[src/rtl/mult_rr_scheduler.sv]
// rtl/mult_rr_scheduler.sv - round-robin scheduler sharing one pipelined signed multiplier
// Optional per-requester grant counters: define MULT_SCHED_STATS_EN.
module mult_rr_scheduler #(
  parameter int NUM_REQ  = 4,
  parameter int WIDTH    = 4,
  parameter int MULT_LAT = 2,
  parameter int IDW      = 2
) (
  input  logic                     clk,
  input  logic                     rst,
  input  logic [NUM_REQ-1:0]       req_valid,
  output logic [NUM_REQ-1:0]       req_ready,
  input  logic [NUM_REQ*WIDTH-1:0] req_a,
  input  logic [NUM_REQ*WIDTH-1:0] req_b,
  input  logic                     hold,
  output logic [WIDTH-1:0]         mult_a,
  output logic [WIDTH-1:0]         mult_b,
  input  logic [2*WIDTH-1:0]       mult_p,
  output logic                     rsp_valid,
  output logic [IDW-1:0]           rsp_id,
  output logic [2*WIDTH-1:0]       rsp_product,
  output logic                     busy,
  input  logic [IDW-1:0]           stat_sel,
  output logic [15:0]              stat_count
);

  typedef enum logic [1:0] {IDLE, ISSUE, DRAIN} state_t;

  state_t                     state, state_nxt;
  logic [IDW-1:0]             ptr;
  logic [MULT_LAT:0]          tag_v;
  logic [MULT_LAT:0][IDW-1:0] tag_id;
  logic                       found_hi, found_lo, gnt_found, hs, inflight;
  logic [IDW-1:0]             id_hi, id_lo, gnt_id;
  logic [WIDTH-1:0]           sel_a, sel_b;

  // Round-robin pick: first valid at or above the pointer, else first valid from index 0
  always_comb begin
    found_hi = 1'b0;
    found_lo = 1'b0;
    id_hi    = '0;
    id_lo    = '0;
    for (int i = 0; i < NUM_REQ; i++) begin
      if (!found_hi && req_valid[i] && (i >= int'(ptr))) begin
        found_hi = 1'b1;
        id_hi    = IDW'(i);
      end
      if (!found_lo && req_valid[i]) begin
        found_lo = 1'b1;
        id_lo    = IDW'(i);
      end
    end
    gnt_found = found_hi | found_lo;
    gnt_id    = found_hi ? id_hi : id_lo;
  end

  assign hs       = !rst && !hold && gnt_found;
  assign inflight = |tag_v;

  // One-hot grant plus operand mux for the winner
  always_comb begin
    req_ready = '0;
    sel_a     = '0;
    sel_b     = '0;
    for (int i = 0; i < NUM_REQ; i++) begin
      if (gnt_id == IDW'(i)) begin
        req_ready[i] = hs;
        sel_a        = req_a[i*WIDTH +: WIDTH];
        sel_b        = req_b[i*WIDTH +: WIDTH];
      end
    end
  end

  // Pointer, operand registers, tag pipe and response capture
  always_ff @(posedge clk or posedge rst) begin
    if (rst) begin
      ptr         <= '0;
      mult_a      <= '0;
      mult_b      <= '0;
      tag_v       <= '0;
      tag_id      <= '0;
      rsp_valid   <= 1'b0;
      rsp_id      <= '0;
      rsp_product <= '0;
    end else begin
      if (hs) begin
        ptr    <= (gnt_id == IDW'(NUM_REQ-1)) ? '0 : gnt_id + IDW'(1);
        mult_a <= sel_a;
        mult_b <= sel_b;
      end
      tag_v     <= {tag_v[MULT_LAT-1:0], hs};
      tag_id    <= {tag_id[MULT_LAT-1:0], gnt_id};
      rsp_valid <= tag_v[MULT_LAT];
      if (tag_v[MULT_LAT]) begin
        rsp_id      <= tag_id[MULT_LAT];
        rsp_product <= mult_p;
      end
    end
  end

  // State register
  always_ff @(posedge clk or posedge rst) begin
    if (rst) state <= IDLE;
    else     state <= state_nxt;
  end

  // Next state: idle once nothing is in flight or entering; drain while hold keeps ops retiring
  always_comb begin
    state_nxt = state;
    case (state)
      IDLE:         if (hs) state_nxt = ISSUE;
      ISSUE, DRAIN: begin
        if (!inflight && !hs) state_nxt = IDLE;
        else if (hold)        state_nxt = DRAIN;
        else                  state_nxt = ISSUE;
      end
      default:      state_nxt = IDLE;
    endcase
  end

  assign busy = (state != IDLE) || inflight;

`ifdef MULT_SCHED_STATS_EN
  logic [15:0] grant_cnt [NUM_REQ];

  // Saturating per-requester grant counters
  always_ff @(posedge clk or posedge rst) begin
    if (rst) begin
      for (int i = 0; i < NUM_REQ; i++) grant_cnt[i] <= '0;
    end else begin
      for (int i = 0; i < NUM_REQ; i++) begin
        if (hs && (gnt_id == IDW'(i)) && (grant_cnt[i] != 16'hFFFF))
          grant_cnt[i] <= grant_cnt[i] + 16'd1;
      end
    end
  end

  // Counter readback; unused select codes read zero
  always_comb begin
    stat_count = '0;
    for (int i = 0; i < NUM_REQ; i++) begin
      if (stat_sel == IDW'(i)) stat_count = grant_cnt[i];
    end
  end
`else
  logic unused_stat_sel;
  assign unused_stat_sel = ^stat_sel;
  assign stat_count      = '0;
`endif

endmodule

[config.mk]
export PLATFORM = sky130hd
export DESIGN_NAME = mult_rr_scheduler
export DESIGN_NICKNAME = d
export VERILOG_FILES = /design/src/rtl/mult_rr_scheduler.sv
export SDC_FILE = /design/constraint.sdc
export NUM_CORES = 1
export LEC_CHECK = 0
export CORE_AREA = 4 4 69 71
export DETAILED_ROUTE_END_ITERATION = 16
export DIE_AREA = 0 0 73 75
export PLACE_DENSITY = 0.83
export SLEW_MARGIN = 20
export SYNTH_ARGS = -nofsm -noshare
export SYNTH_HDL_FRONTEND = slang
export SYNTH_SLANG_ARGS = --single-unit
[constraint.sdc]
create_clock -name clk -period 5.9 [get_ports clk]
set_input_delay 1.18 -clock clk [delete_from_list [all_inputs] [get_ports clk]]
set_output_delay 1.18 -clock clk [all_outputs]
set_load 0.005 [all_outputs]
After elaboration in Yosys (flattened, before gate mapping)
Index checks and enable logic that the tools add are counted.

Bits in writable memories: 0. Memory bits (read-only): 0. Memories: 0. Register bits: 32. Logic and storage cells: 82. Output and inout port bits: 40. Bits in latches: 0. Bits of input ports: 49.

Order comparisons: 3. Divide/modulo/power cells: 0. Reductions and logical operators: 28. Shift operators: 0. Multipliers: 0. Add/subtract/negate cells: 1. Equal/unequal tests: 6. Bitwise logic cells: 1. Multiplexer cells: 32.

Operators with widths (count): two-way mux 4 bit (8); two-way mux 2 bit (9); two-way mux 1 bit (14); logical AND 1 bit (12); zero test 1 bit (10); equality test 2 bit, second input constant (3); equality test 2 x 1 -> 1 bit, second input constant (2); >= comparator 1 x 2 -> 1 bit, first input constant (2); zero test 2 bit (2); one-hot mux 2 bit (2 select lines) (1); OR reduction 3 bit (1); adder 2 x 1 -> 2 bit, second input constant (1); >= comparator 2 bit, first input constant (1); inequality test 2 bit, second input constant (1); nonzero test 2 bit (1); OR reduction 2 bit (1); logical OR 1 bit (1); OR 1 bit (1).

Longest topological paths before layout
Depth after elaboration: 20. Depth in mapped cells: 9. Depth with buffers taken out: 7.

Worst setup path after synthesis
Ideal clock, no wire load.

Path type: input to output. Start: in req_valid[2]. End: out req_ready[3]. Buffers on the path: 2. Setup slack: 2175 ps. Data arrival time: 2545 ps. Stages on the path: 7. Required time: 4720 ps. Cells stage by stage: mux2_2 nand2_1 and3_1 ha_1 clkbuf_1 clkbuf_1 and3_1.

Word-level cells in the longest chain between the ends: 9. Elaborated cells between the ends (all ways): 20. Those cells by class: 1 x eq/ne; 10 x mux; 1 x bitwise; 8 x reduce/logical.

Ends and longest elaborated chain: start: declaration (RTL line 11) `input logic [NUM_REQ-1:0] req_valid,`; logical AND 1 bit (2 in series) (RTL line 44) `if (!found_hi && req_valid[i] && (i >= int'(ptr))) begin`; two-way mux 1 bit (RTL line 44); zero test 1 bit (RTL line 44); logical AND 1 bit (RTL line 44); two-way mux 2 bit or two-way mux 1 bit (tied branches) (RTL line 44); two-way mux 2 bit * (RTL line 54) `gnt_id = found_hi ? id_hi : id_lo;`; net gnt_id[0] (RTL line 34) `logic [IDW-1:0] id_hi, id_lo, gnt_id;`; equality test 2 bit * (RTL line 66) `if (gnt_id == IDW'(i)) begin`; two-way mux 1 bit * (RTL line 66); end: declaration (RTL line 12) `output logic [NUM_REQ-1:0] req_ready,`.

The timed path passes the listed nets; every way through them passes the cells marked *.

Worst setup path in the final report
Start: in req_valid[2]. End: out req_ready[1].

Word-level cells in the longest chain between the ends: 9. Elaborated cells between the ends (all ways): 20. Those cells by class: 1 x eq/ne; 10 x mux; 1 x bitwise; 8 x reduce/logical.

Ends and longest elaborated chain (RTL line): logical AND 1 bit (2 in series) (44); two-way mux 1 bit (44); zero test 1 bit (44); logical AND 1 bit (44); two-way mux 2 bit or two-way mux 1 bit (tied branches) (44); two-way mux 2 bit * (54); net gnt_id[0] (34); equality test 2 x 1 -> 1 bit * (66); two-way mux 1 bit * (66).

Marked as above.

==> impl_metrics.tcl <==
set metrics [dict create \
    overflow 0 \
    crit_arrival_ns 3.33 \
    ys_dominant_reg_cell "sky130_fd_sc_hd__dfrtp_1" \
    ys_seq_elements 32 \
    clkSinkCount 32 \
    routed-via-count 1472 \
    critical_path_required_ns 4.72 \
    ir_drop_v 0.000119 \
    report.final.setup_viol 0 \
    power_density_relative_to_cell_area_nw_per_um2 325 \
    synth-edff-count 0 \
    global_route.usage.total_pct 14.6 \
    placeableCoreArea_um2 4230 \
    timing.rr.end "mult_a[1]$_DFFE_PP0N_" \
    cts-root-buf "sky130_fd_sc_hd__clkbuf_8" \
    grt_first_pass_wirelength_um 6110 \
    crit_type "input port to primary output" \
    min_period_ns 4.51 \
    initial_utilization_pct 41.5 \
    timing.max_slew.rel_slack_pct 66.7 \
    worstSetupEndpoint "req_ready[1]" \
    place_ws_ns 1.37 \
    synth_cell_type_count 33 \
    die_area_um2 5480 \
    worst_r2r_path_depth 8 \
    post_synthesis_cell_area_um2 1760 \
    antenna_cells_inserted 0 \
    finalWirelength_um 3990 \
    synth.area.top_cells "sky130_fd_sc_hd__dfrtp_1 46%, sky130_fd_sc_hd__mux2_2 7.0%, sky130_fd_sc_hd__buf_4 6.8%, sky130_fd_sc_hd__a21oi_1 5.7%, sky130_fd_sc_hd__a221o_1 4.6%" \
    route.antenna.remaining_nets 0 \
    grt_start_max_net_pins 20 \
    avgSynthCellArea_um2 10.3 \
    finalHoldViolCount 0 \
    max-clock-path-buffers 2 \
    flow.area_growth_from_synthesis_pct 44.1 \
    die_h_um 75 \
    drc 0 \
    synth-simple-area-share_pct 13.0 \
    numPortBuffers 70 \
    holdCritPathClass "flop to flop" \
    portion_of_the_post_synthesis_area_used_by_sequential_elements_pct 45.6 \
    post_cts.resized_instances 0 \
    critPathMaxStageDelay_ns 0.51 \
    clock_insertion_delay_worst_skew_ns 0.27 \
    antenna_found_initial 0 \
    synth_top_area_share_pct 45.6 \
    regToRegStartpoint "ptr[1]$_DFFE_PP0N_" \
    vias_per_cell 5.01 \
    worst_hold_slack_ns 0.350 \
    synth_mux_area_share_pct 7.90 \
    synth_compound_area_share_pct 16.5 \
    htreeDepth 2 \
    synthDominantAreaCellType "sky130_fd_sc_hd__dfrtp_1" \
    detailed_place_hpwl_um 3150 \
    tritoncts_clock_tree "built" \
    routed_wire_length_per_instance_um 13.6 \
    worst_setup_path_start "req_valid[2]" \
    critical_path.slowest_cell "sky130_fd_sc_hd__clkdlybuf4s50_1" \
    endpoint_kind "primary output" \
    worst-path-max-fanout 17 \
    synth_top_family_by_area "compound AO/OA/AOI/OAI gates" \
    nets 296 \
    timing.reg2reg.setup_slack_ns 3.64 \
    status "finished, final reports clean" \
    post_cts_buffers 0 \
    fin_tns_setup_ns 0 \
    layout_setup_ws_ns 1.39 \
    critical_path.cell_chain "clkdlybuf4s50_1 -> or2b_1 -> a21o_1 -> and3_1 -> ha_1 -> buf_4 -> and3_1 -> clkdlybuf4s50_1" \
    die-width_um 73 \
    gp_congestion 0.781 \
    tritoncts.num_buffers 5 \
    drt_iter0_markers 33 \
    syn-instance-count 171 \
    crit_path_start_kind "input port" \
    unrepaired_setup_endpoints_after_global_routing "false" \
    floorplan.rows 24 \
    share_of_synthesized_cell_area_in_full_adder_half_adder_and_majority_cells_pct 4.27 \
    whs_path_depth 0 \
    synthXorXnorAreaFrac_pct 0 \
    timing_max_transition_violations_final 0 \
    timing_worst_slew_pin_value_ns 0.499 \
    power.leakage_nw 1.10 \
    clock-skew-final_ns 0.00416 \
    synth_async_sr_flop_share_pct 100 \
    yosys_warnings 0 \
    total_instance_count_after_detailed_placement 286 \
    layout_worst_path_cycle_share_pct 76.5 \
    cap_violations 0 \
    floorplan.io_pins 89 \
    via_count_of_the_first_global_routing_pass 1433 \
    clkTransAtPathRegs_ns 0.06 \
    post_cts_hold_buffer_count 0 \
    instances_no_fill 294 \
    fraction_of_final_layout_cells_sized_beyond_drive_strength_1_pct 11.6 \
    firstDrtPassIters 4 \
    achievable-frequency_mhz 222 \
]
==> per-layer routing <==
metal | track usage (%) | part of all wire, %
met2 | 24.4 | 46
met3 | 5.34 | 9.6
met4 | 6.15 | 1.4
met5 | 0 | 0
met1 | 17.0 | 43
==> stage by stage <==
stage	cell area, µm²	util [%]	total power [W]
global placement	2440	57.7	0.000651
floorplan	1810	-	0.000509
detailed placement	2440	57.7	0.000667
global route	2530	59.8	0.000885
finish	2530	59.8	0.000825
CTS	2530	59.8	0.000834
==> synth_stat cells (2+ instances only) <==
library cell               number
sky130_fd_sc_hd__dfrtp_1       32
sky130_fd_sc_hd__a21oi_1       20
sky130_fd_sc_hd__buf_4         16
sky130_fd_sc_hd__inv_1         12
sky130_fd_sc_hd__nand2_1       12
sky130_fd_sc_hd__mux2_2        11
sky130_fd_sc_hd__nand3b_1      10
sky130_fd_sc_hd__a221o_1        8
sky130_fd_sc_hd__a31oi_1        8
sky130_fd_sc_hd__clkbuf_1       8
sky130_fd_sc_hd__ha_1           6
sky130_fd_sc_hd__and3_1         5
sky130_fd_sc_hd__buf_6          2
sky130_fd_sc_hd__nand3_1        2
==> worst min-delay path by stage <==
stage	startpoint	end
6_report	tag_id[0]$_DFF_PP0_	tag_id[2]$_DFF_PP0_
5_1_grt	tag_id[3]$_DFF_PP0_	tag_id[5]$_DFF_PP0_
4_1_cts	tag_id[0]$_DFF_PP0_	tag_id[2]$_DFF_PP0_
3_5_place_dp	tag_id[0]$_DFF_PP0_	tag_id[2]$_DFF_PP0_
3_3_place_gp	tag_id[0]$_DFF_PP0_	tag_id[2]$_DFF_PP0_
2_1_floorplan	tag_id[0]$_DFF_PP0_	tag_id[2]$_DFF_PP0_
==> cells in the final DEF (no fill, tap or decap) <==
cell type and count:
sky130_fd_sc_hd__dfrtp_1 32, sky130_fd_sc_hd__nor3_1 1, sky130_fd_sc_hd__a221o_1 8, sky130_fd_sc_hd__mux2_4 1, sky130_fd_sc_hd__or2b_1 1, sky130_fd_sc_hd__nor4b_1 1
sky130_fd_sc_hd__o22ai_1 1, sky130_fd_sc_hd__clkdlybuf4s50_1 70, sky130_fd_sc_hd__ha_1 6, sky130_fd_sc_hd__nand3_1 2, sky130_fd_sc_hd__inv_1 12, sky130_fd_sc_hd__a31oi_1 8
sky130_fd_sc_hd__nand2_1 12, sky130_fd_sc_hd__a21o_1 1, sky130_fd_sc_hd__o22ai_2 1, sky130_fd_sc_hd__or3_1 1, sky130_fd_sc_hd__clkbuf_8 6, sky130_fd_sc_hd__nor2_1 1
sky130_fd_sc_hd__nand4b_1 1, sky130_fd_sc_hd__mux2_2 11, sky130_fd_sc_hd__o21a_1 1, sky130_fd_sc_hd__a32oi_1 1, sky130_fd_sc_hd__nor2b_1 1, sky130_fd_sc_hd__a21oi_1 20
sky130_fd_sc_hd__clkinv_2 2, sky130_fd_sc_hd__and2_4 1, sky130_fd_sc_hd__and3_1 5, sky130_fd_sc_hd__o22a_1 1, sky130_fd_sc_hd__nand3b_1 10, sky130_fd_sc_hd__or4_4 1
sky130_fd_sc_hd__conb_1 16, sky130_fd_sc_hd__buf_4 5, sky130_fd_sc_hd__a41oi_1 1
==> where the power goes <==
part | internal (W) | switching [W]
Sequential | 0.000279 | 0.0000358
Clock | 0.0000928 | 0.0000719
Combinational | 0.000201 | 0.000144
Total | 0.000573 | 0.000252
==> cell type report <==
type / count / area, µm²
tap: 52 / 65.1
clock buffer: 6 / 82.6
timing repair buffer: 75 / 738
sequential: 32 / 801
clock inverter: 2 / 10.0
fill: 358 / 1700
multi-input combinational: 115 / 792
inverter: 12 / 45.0
==> state kept, by name (all words and copies together), names as in the netlist <==
register / count
rsp_product: 8
tag_id: 6
mult_a: 4
mult_b: 4
tag_v: 3
ptr: 2
rsp_id: 2
state: 2
rsp_valid: 1
==> kinds of logic after synthesis <==
family          Yosys count
compound gates           43
flops                    32
mux                      12
other cells               1
fa+ha+maj                 6
buf+inv                  39
simple gates             38
==> worst max-delay path, delay by kind of cell <==
family / cells / cell delay (ns)
AND/OR/NAND/NOR: 3 / 0.61
adder cells (fa/ha/maj): 1 / 0.20
buffers and inverters: 3 / 1.13
AO/OA/AOI/OAI: 1 / 0.20
Note: power is estimated with default switching activity, not from simulation.
